`config.mk`:
```
export PLATFORM = sky130hd
export DESIGN_NAME = knn_mem_bridge
export DESIGN_NICKNAME = d
export VERILOG_FILES = /design/src/rtl/knn_mem_bridge.sv
export SDC_FILE = /design/constraint.sdc
export NUM_CORES = 1
export LEC_CHECK = 0
export CAP_MARGIN = 10
export CORE_MARGIN = 2
export CORE_UTILIZATION = 36
export CTS_CLUSTER_SIZE = 40
export DETAILED_ROUTE_END_ITERATION = 16
export PLACE_DENSITY = 0.75
export SETUP_SLACK_MARGIN = 0.15
export SLEW_MARGIN = 20
export SYNTH_ARGS = -nofsm -noshare
export SYNTH_HDL_FRONTEND = slang
export SYNTH_SLANG_ARGS = --single-unit
```
`constraint.sdc`:
```
create_clock -name clk -period 1.8 [get_ports clk]
set_input_delay 0.45 -clock clk [delete_from_list [all_inputs] [get_ports clk]]
set_output_delay 0.45 -clock clk [all_outputs]
set_load 0.02 [all_outputs]
```
`src/rtl/knn_mem_bridge.sv`:
```
// Bridge from the KNN core's bit-addressed SDRAM port to Avalon-MM words.
// Optional stats counters: define KNN_MEM_BRIDGE_STATS_EN.
module knn_mem_bridge #(
    parameter int W          = 16,
    parameter int ADDR_W     = 25,
    parameter int AVM_ADDR_W = ADDR_W - $clog2(W),
    parameter int TIMEOUT    = 64
) (
    input  logic                  clk,
    input  logic                  rst,
    input  logic                  cl_read,
    input  logic [ADDR_W-1:0]     cl_readaddress,
    input  logic                  cl_write,
    input  logic [ADDR_W-1:0]     cl_writeaddress,
    input  logic [W-1:0]          cl_writedata,
    output logic                  cl_ready,
    output logic [W-1:0]          cl_readdata,
    output logic                  cl_readdatavalid,
    output logic                  cl_writedone,
    output logic                  cl_error,
    output logic [AVM_ADDR_W-1:0] avm_address,
    output logic                  avm_read,
    output logic                  avm_write,
    output logic [W-1:0]          avm_writedata,
    input  logic                  avm_waitrequest,
    input  logic [W-1:0]          avm_readdata,
`ifdef KNN_MEM_BRIDGE_STATS_EN
    output logic [31:0]           stat_reads,
    output logic [31:0]           stat_writes,
    output logic [31:0]           stat_stall_cycles,
`endif
    input  logic                  avm_readdatavalid
);

    localparam int LB = $clog2(W);
    localparam int CW = $clog2(TIMEOUT + 1);

    typedef enum logic [1:0] {
        IDLE,
        RD_REQ,
        RD_WAIT,
        WR_REQ
    } state_t;

    state_t                r_state, w_state;
    logic [AVM_ADDR_W-1:0] r_addr, w_addr;
    logic                  r_rd, w_rd;
    logic                  r_wr, w_wr;
    logic [W-1:0]          r_wdata, w_wdata;
    logic                  r_pv, w_pv;
    logic [AVM_ADDR_W-1:0] r_pa, w_pa;
    logic [W-1:0]          r_rdata, w_rdata;
    logic                  r_rdv, w_rdv;
    logic                  r_wdone, w_wdone;
    logic                  r_err, w_err;
    logic [CW-1:0]         r_cnt, w_cnt;

    logic                  w_rd_mis;
    logic                  w_wr_mis;
    logic [AVM_ADDR_W-1:0] w_ra;
    logic [AVM_ADDR_W-1:0] w_wa;
    logic                  w_to;

    assign w_rd_mis = |cl_readaddress[LB-1:0];
    assign w_wr_mis = |cl_writeaddress[LB-1:0];
    assign w_ra     = AVM_ADDR_W'(cl_readaddress >> LB);
    assign w_wa     = AVM_ADDR_W'(cl_writeaddress >> LB);
    assign w_to     = (r_cnt == CW'(TIMEOUT - 1));

    // State and datapath registers; reset kills strobes immediately.
    always_ff @(posedge clk or negedge rst) begin
        if (!rst) begin
            r_state <= IDLE;
            r_addr  <= '0;
            r_rd    <= 1'b0;
            r_wr    <= 1'b0;
            r_wdata <= '0;
            r_pv    <= 1'b0;
            r_pa    <= '0;
            r_rdata <= '0;
            r_rdv   <= 1'b0;
            r_wdone <= 1'b0;
            r_err   <= 1'b0;
            r_cnt   <= '0;
        end else begin
            r_state <= w_state;
            r_addr  <= w_addr;
            r_rd    <= w_rd;
            r_wr    <= w_wr;
            r_wdata <= w_wdata;
            r_pv    <= w_pv;
            r_pa    <= w_pa;
            r_rdata <= w_rdata;
            r_rdv   <= w_rdv;
            r_wdone <= w_wdone;
            r_err   <= w_err;
            r_cnt   <= w_cnt;
        end
    end

    // Next-state, strobes, response pulses and timeout counter.
    always_comb begin
        w_state = r_state;
        w_addr  = r_addr;
        w_rd    = r_rd;
        w_wr    = r_wr;
        w_wdata = r_wdata;
        w_pv    = r_pv;
        w_pa    = r_pa;
        w_rdata = r_rdata;
        w_rdv   = 1'b0;
        w_wdone = 1'b0;
        w_err   = 1'b0;
        w_cnt   = r_cnt;
        unique case (r_state)
            IDLE: begin
                if (cl_write && !w_wr_mis) begin
                    w_state = WR_REQ;
                    w_addr  = w_wa;
                    w_wr    = 1'b1;
                    w_wdata = cl_writedata;
                    w_cnt   = '0;
                end else if (cl_read && !w_rd_mis) begin
                    w_state = RD_REQ;
                    w_addr  = w_ra;
                    w_rd    = 1'b1;
                end
                if (cl_write && !w_wr_mis && cl_read && !w_rd_mis) begin
                    w_pv = 1'b1;
                    w_pa = w_ra;
                end
                if (cl_write && w_wr_mis) begin
                    w_err = 1'b1;
                end
                if (cl_read && w_rd_mis) begin
                    w_err   = 1'b1;
                    w_rdv   = 1'b1;
                    w_rdata = '0;
                end
            end
            WR_REQ: begin
                if (!avm_waitrequest) begin
                    w_wr    = 1'b0;
                    w_wdone = 1'b1;
                    if (r_pv) begin
                        w_state = RD_REQ;
                        w_addr  = r_pa;
                        w_rd    = 1'b1;
                        w_pv    = 1'b0;
                    end else begin
                        w_state = IDLE;
                    end
                end else if (w_to) begin
                    w_wr    = 1'b0;
                    w_err   = 1'b1;
                    w_pv    = 1'b0;
                    w_state = IDLE;
                end else begin
                    w_cnt = r_cnt + 1'b1;
                end
            end
            RD_REQ: begin
                if (!avm_waitrequest) begin
                    w_rd = 1'b0;
                    if (avm_readdatavalid) begin
                        w_rdata = avm_readdata;
                        w_rdv   = 1'b1;
                        w_state = IDLE;
                    end else begin
                        w_state = RD_WAIT;
                        w_cnt   = '0;
                    end
                end
            end
            RD_WAIT: begin
                if (avm_readdatavalid) begin
                    w_rdata = avm_readdata;
                    w_rdv   = 1'b1;
                    w_state = IDLE;
                end else if (w_to) begin
                    w_rdata = '0;
                    w_rdv   = 1'b1;
                    w_err   = 1'b1;
                    w_state = IDLE;
                end else begin
                    w_cnt = r_cnt + 1'b1;
                end
            end
            default: begin
                w_state = IDLE;
            end
        endcase
    end

    assign cl_ready         = rst && (r_state == IDLE) && !r_pv;
    assign cl_readdata      = r_rdata;
    assign cl_readdatavalid = r_rdv;
    assign cl_writedone     = r_wdone;
    assign cl_error         = r_err;
    assign avm_address      = r_addr;
    assign avm_read         = r_rd;
    assign avm_write        = r_wr;
    assign avm_writedata    = r_wdata;

`ifdef KNN_MEM_BRIDGE_STATS_EN
    logic [31:0] r_st_rd;
    logic [31:0] r_st_wr;
    logic [31:0] r_st_stall;
    logic        w_stall;

    assign w_stall = (r_rd || r_wr) && avm_waitrequest;

    // Saturating activity counters; errored reads are not counted.
    always_ff @(posedge clk or negedge rst) begin
        if (!rst) begin
            r_st_rd    <= '0;
            r_st_wr    <= '0;
            r_st_stall <= '0;
        end else begin
            if (r_rdv && !r_err && r_st_rd != '1) begin
                r_st_rd <= r_st_rd + 1'b1;
            end
            if (r_wdone && r_st_wr != '1) begin
                r_st_wr <= r_st_wr + 1'b1;
            end
            if (w_stall && r_st_stall != '1) begin
                r_st_stall <= r_st_stall + 1'b1;
            end
        end
    end

    assign stat_reads        = r_st_rd;
    assign stat_writes       = r_st_wr;
    assign stat_stall_cycles = r_st_stall;
`endif

endmodule

```
Yosys cells after proc, flatten, opt, wreduce, memory -nomap -nowiden
Cells that the tools add are included.
Word-level totals
  register bits: 89
Cells by class
  $add $sub $neg: 1
  eq/ne operators: 19
  mux-type cells: 52
  reductions and logical operators: 26
Operator list (number)
  $mux W21: 4
  $mux W16: 5
  $pmux W16 S3: 1
  $mux W7: 6
  $pmux W21 S2: 1
  $pmux W7 S4: 1
  $ne A2 B2 Y1 const B: 12
  $mux W1: 21
  $mux W2: 7
  $reduce_and A5 Y1: 2
  $ne A3 B3 Y1 const B: 3
  $pmux W1 S3: 3
  $logic_and A1 B1 Y1: 8
  $pmux W2 S4: 1
  $reduce_or A4 Y1: 2
  $add A7 B1 Y7 const B: 1
  $eq A7 B6 Y1 const B: 1
  $reduce_and A2 Y1: 3
  $reduce_and A3 Y1: 2
  $reduce_and A6 Y1: 1
  $reduce_bool A3 Y1: 2
  $eq A2 B2 Y1 const B: 2
  $pmux W1 S2: 2
  $reduce_and A4 Y1: 1
  other kinds (4): 6

Logic depth before layout (Yosys ltp)
  depth after elaboration: 7
  gate-level depth with buffers: 8
  depth with buffers taken out: 7

Least setup slack after synthesis
OpenSTA, ideal clock, no wires.
  path kind: register -> register
  start point: register r_state[0]
  end point: register r_addr[2], in the netlist avm_address[2]
  library setup time: 125 ps
  arrival time: 1806 ps
  setup slack: -131 ps
  stages on the path, launching flop included: 8
  cells stage by stage: dfrtp_1 -> inv_1 -> ha_1 -> inv_1 -> a2bb2oi_1 -> a21oi_1 -> buf_2 -> mux2_2
On the way
  word-level cells in the longest chain between the ends: 3
  elaborated cells on any way between the ends: 8
  those cells by class: eq/ne (4); mux (1); reduce/logical (3)
Ends and longest elaborated chain
  from (decl): line 45  | state_t r_state, w_state;
  from (signal assigned): line 86  | r_state <= w_state;
  $eq A2 B2 Y1 or $logic_not A2 Y1 (tied branches): line 115  | unique case (r_state)
  $ne A2 B2 Y1 (no line) (tied with other cells)
  $reduce_and A4 Y1 (no line)
  to (signal assigned): line 87  | r_addr <= w_addr;
  to (decl): line 46  | logic [AVM_ADDR_W-1:0] r_addr, w_addr;
Parallel ways exist; a longest one is shown, timed or not.
A chain may end at the register's enable or synchronous reset.

Worst setup path in the final report
  start point: register r_state[0]
  end point: register r_cnt[3]
On the way
  word-level cells in the longest chain between the ends: 3
  elaborated cells on any way between the ends: 11
  those cells by class: eq/ne (8); mux (1); reduce/logical (2)
Ends and longest elaborated chain
  $eq A2 B1 Y1 (tied with other cells): line 115
  $ne A2 B2 Y1 (no line)
  $reduce_and A5 Y1 (no line)
  to (signal assigned): line 97  | r_cnt <= w_cnt;
  to (decl): line 56  | logic [CW-1:0] r_cnt, w_cnt;
Parallel ways exist; a longest one is shown, timed or not.

==> summary.txt <==
Pwr
  – PD cells: ~1500 nW/µm²
  – Leak: 3.659 nW
  – Worst vdd ir: 0.001022 V

Setup path
  – Crit end category: flip-flop
  – R2r setup slk: -0.07 ns
  – WS Path Type: reg2reg
  – Worst Path Arrival: ~2.2 ns
  – Worst EP required: approximately 2.1 ns
  – CP max FO: 5
  – CP Launch Type: flip-flop

Cells and area
  – Final Core Density: 0.6520
  – Area Overhead vs Synth: 75.66%
  – # diodes: 0
  – Layout cells sized above 1: 0.3688
  – Fin cells: approximately 760
  – Finished Cell Area: roughly 7500 µm²
  – Layout Nets: about 700

Synthesis
  – Synthesized instance count: between 400 and 500
  – Top_reg_cell synth: dfrtp_1
  – Fraction of the yosys area taken by sequential cells: 0.5232
  – Post-synth EDFFs: 0
  – Syn Nets: between 400 and 500
  – Yosys reg bits: between 80 and 90
  – Distinct cells, synth: 40
  – Yosys warning count: 0
  – Synth async-reset ratio: 1.000
  – Avg Cell Area, Syn: about 11 µm²
  – Cell Area, Synth: 4257 µm²

Timing
  – Clock skew: about 0.0065 ns
  – Final worst-path cycle share: 1.041
  – Slew margin rel.: 0.5018
  – Fin. Hold Viols: 0
  – Fin crit period: between 1.5 and 2 ns
  – Slew @ Worst Pin: about 0.75 ns
  – Setup Viol. Count Final: 24
  – Setup WS post-layout: -0.07404 ns
  – Fmax: about 530 MHz
  – Setup TNS: -1.428 ns
  – Pins Over Slew Limit: 0
  – RSZ-0062 raised after global routing: true

Detailed routing
  – Via count: around 4000
  – Routed Wire Length: about 14000 µm
  – Initial drt markers: 200
  – Final antenna-violating net count: 0
  – DRC: 0
  – Routed len/inst: 17.98 µm
  – Via density: between 5 and 6
  – Detailed Routing Iterations Pass 1: 4

Status
  – Failing checks: negative setup slack
  – Status: finished, violations left

Clocking
  – Max clock buf depth: 2
  – CTS buffer count: 9
  – Clk sinks: just under 90
  – CTS tree: yes
  – CTS H-tree depth: 3
  – CTS Hold Bufs: 0
  – Clk root buf: clkbuf_16
  – Clk slew on worst S/H paths: 0.07 ns
  – Worst-Skew Late Latency: 0.34 ns

Global routing
  – Global route total overflow: 0
  – GRT Total Usage: 0.2110
  – Vias in the first global route: between 4000 and 5000
  – Antenna violations before repair: 0
  – Pin count of the biggest net entering global routing: 58
  – First-pass GRT wire length: between 20000 and 25000 µm

Run
  – Max-cap violations: 0

Place
  – Placement Cell Area: around 6400 µm²
  – Dpl hpwl: 8866 µm
  – DP Cell Count: 717
  – Port Buffer Count: about 150
  – GP Congestion: 0.8429

Floorplan
  – Core area: approximately 11000 µm²
  – Die W: about 110 µm
  – Ports: around 150
  – Initial core utilization: 0.3712
  – Num rows: 39
  – Die Y: 112.7 µm
  – Area of the die: between 10000 and 15000 µm²

Worst hold path
  – Worst hold path type: in2async
[path summary, 6_finish.rpt]
kind,from,end,cells after the start
worst max-delay path,r_state[0],r_cnt[3],7
worst min-delay path,rst,avm_writedata[6],3
worst max register to register,r_state[0],r_cnt[3],7
worst min register to register,avm_write,avm_write,2
max in group asynchronous,rst,r_state[1],3
min in group clk,avm_write,avm_write,2
[cells by family (layout without fill, tap and decap cells)]
family	count (synthesis)	after routing	share of synthesized area
AND/OR/NAND/NOR	124	124	0.1420
multiplexers	60	60	0.1584
adder cells (fa/ha/maj)	7	7	0.02058
buffers and inverters	29	246	0.02910
AO/OA/AOI/OAI	95	95	0.1267
flip-flops	89	89	0.5232
[worst max-delay path: stages, from the launching register on]
cell	delay, ns
dfrtp_2	0.43
buf_6	0.13
ha_4	0.19
nor2_4	0.10
o41a_1	0.21
nand4_1	0.15
or4_1	0.51
nand3_1	0.09
[metal layers]
layer | global-route usage | up-vias | share of wire
li1 | - | 1834 | -
met1 | 0.2570 | 1963 | 0.40
met2 | 0.3705 | 190 | 0.50
met3 | 0.05088 | 30 | 0.080
met4 | 0.06504 | 0 | 0.022
met5 | 0 | - | 0
[timing repair]
item	in CTS	in global routing
endpoints found under the setup margin	147	77
pin swaps	35	21
cloned	6	0
setup buffers	18	7
resized for setup	177	62
[where the power goes]
group          internal (mW)  switching, mW  leakage [nW]
clock network           1.10          0.818         0.145
logic                   3.06           2.96          2.36
registers               2.70          0.496          1.15
[synthesized netlist by cell type, types with 3 or more instances]
cell type	number	area, µm²
o21ai_1	9	45.04
nand2_1	66	247.7
mux2_1	28	315.3
or4_1	3	22.52
ha_1	7	87.58
clkbuf_1	11	41.29
mux2_2	31	349.1
nand2b_1	5	31.28
inv_1	7	26.28
buf_2	9	45.04
a21oi_1	55	275.3
dfrtp_1	89	2227
nor2_1	8	30.03
nor2b_1	24	150.1
nand3_1	6	30.03
o21ai_0	17	85.08
[final cells by class]
cell class,count,area [µm²]
multi-input combinational,286,2541
tap,143,178.9
clock inverter,6,75.07
sequential,89,2230
inverter,7,28.78
timing repair buffer,223,2195
fill,888,3990
clock buffer,10,229.0
[placed cells by master, fill, tap and decap left out, drive strengths merged, types with 3 or more instances in the layout]
cell type,n
ha,7
or4,3
dlygate4sd2,62
dfrtp,89
inv,9
nor2b,24
nand2b,5
nand2,66
nand3,6
o21ai,26
nor2,8
clkdlybuf4s50,76
clkdlybuf4s15,3
a21oi,56
clkbuf,12
mux2,59
buf,80
[stage by stage]
| step | hold slack [ns] | power (mW) | worst slack, ns |
|---|---|---|---|
| 2_1_floorplan | 0.1544 | 5.957 | 0.07614 |
| 3_3_place_gp | 0.4635 | 8.138 | -0.5142 |
| 3_5_place_dp | 0.4742 | 8.274 | -0.5675 |
| 4_1_cts | 0.2566 | 10.64 | -0.04216 |
| 5_1_grt | 0.3106 | 11.70 | -0.1450 |
| 6_report | 0.2644 | 11.14 | -0.07404 |
[registers in the layout (all words and copies together) (netlist names)]
signal	count
r_cnt	7
cl_error	1
cl_readdata	16
r_pa	21
avm_address	21
cl_writedone	1
avm_writedata	16
avm_write	1
r_state	2
r_pv	1
avm_read	1
cl_readdatavalid	1
No activity file was read; power rests on OpenSTA's default activity.
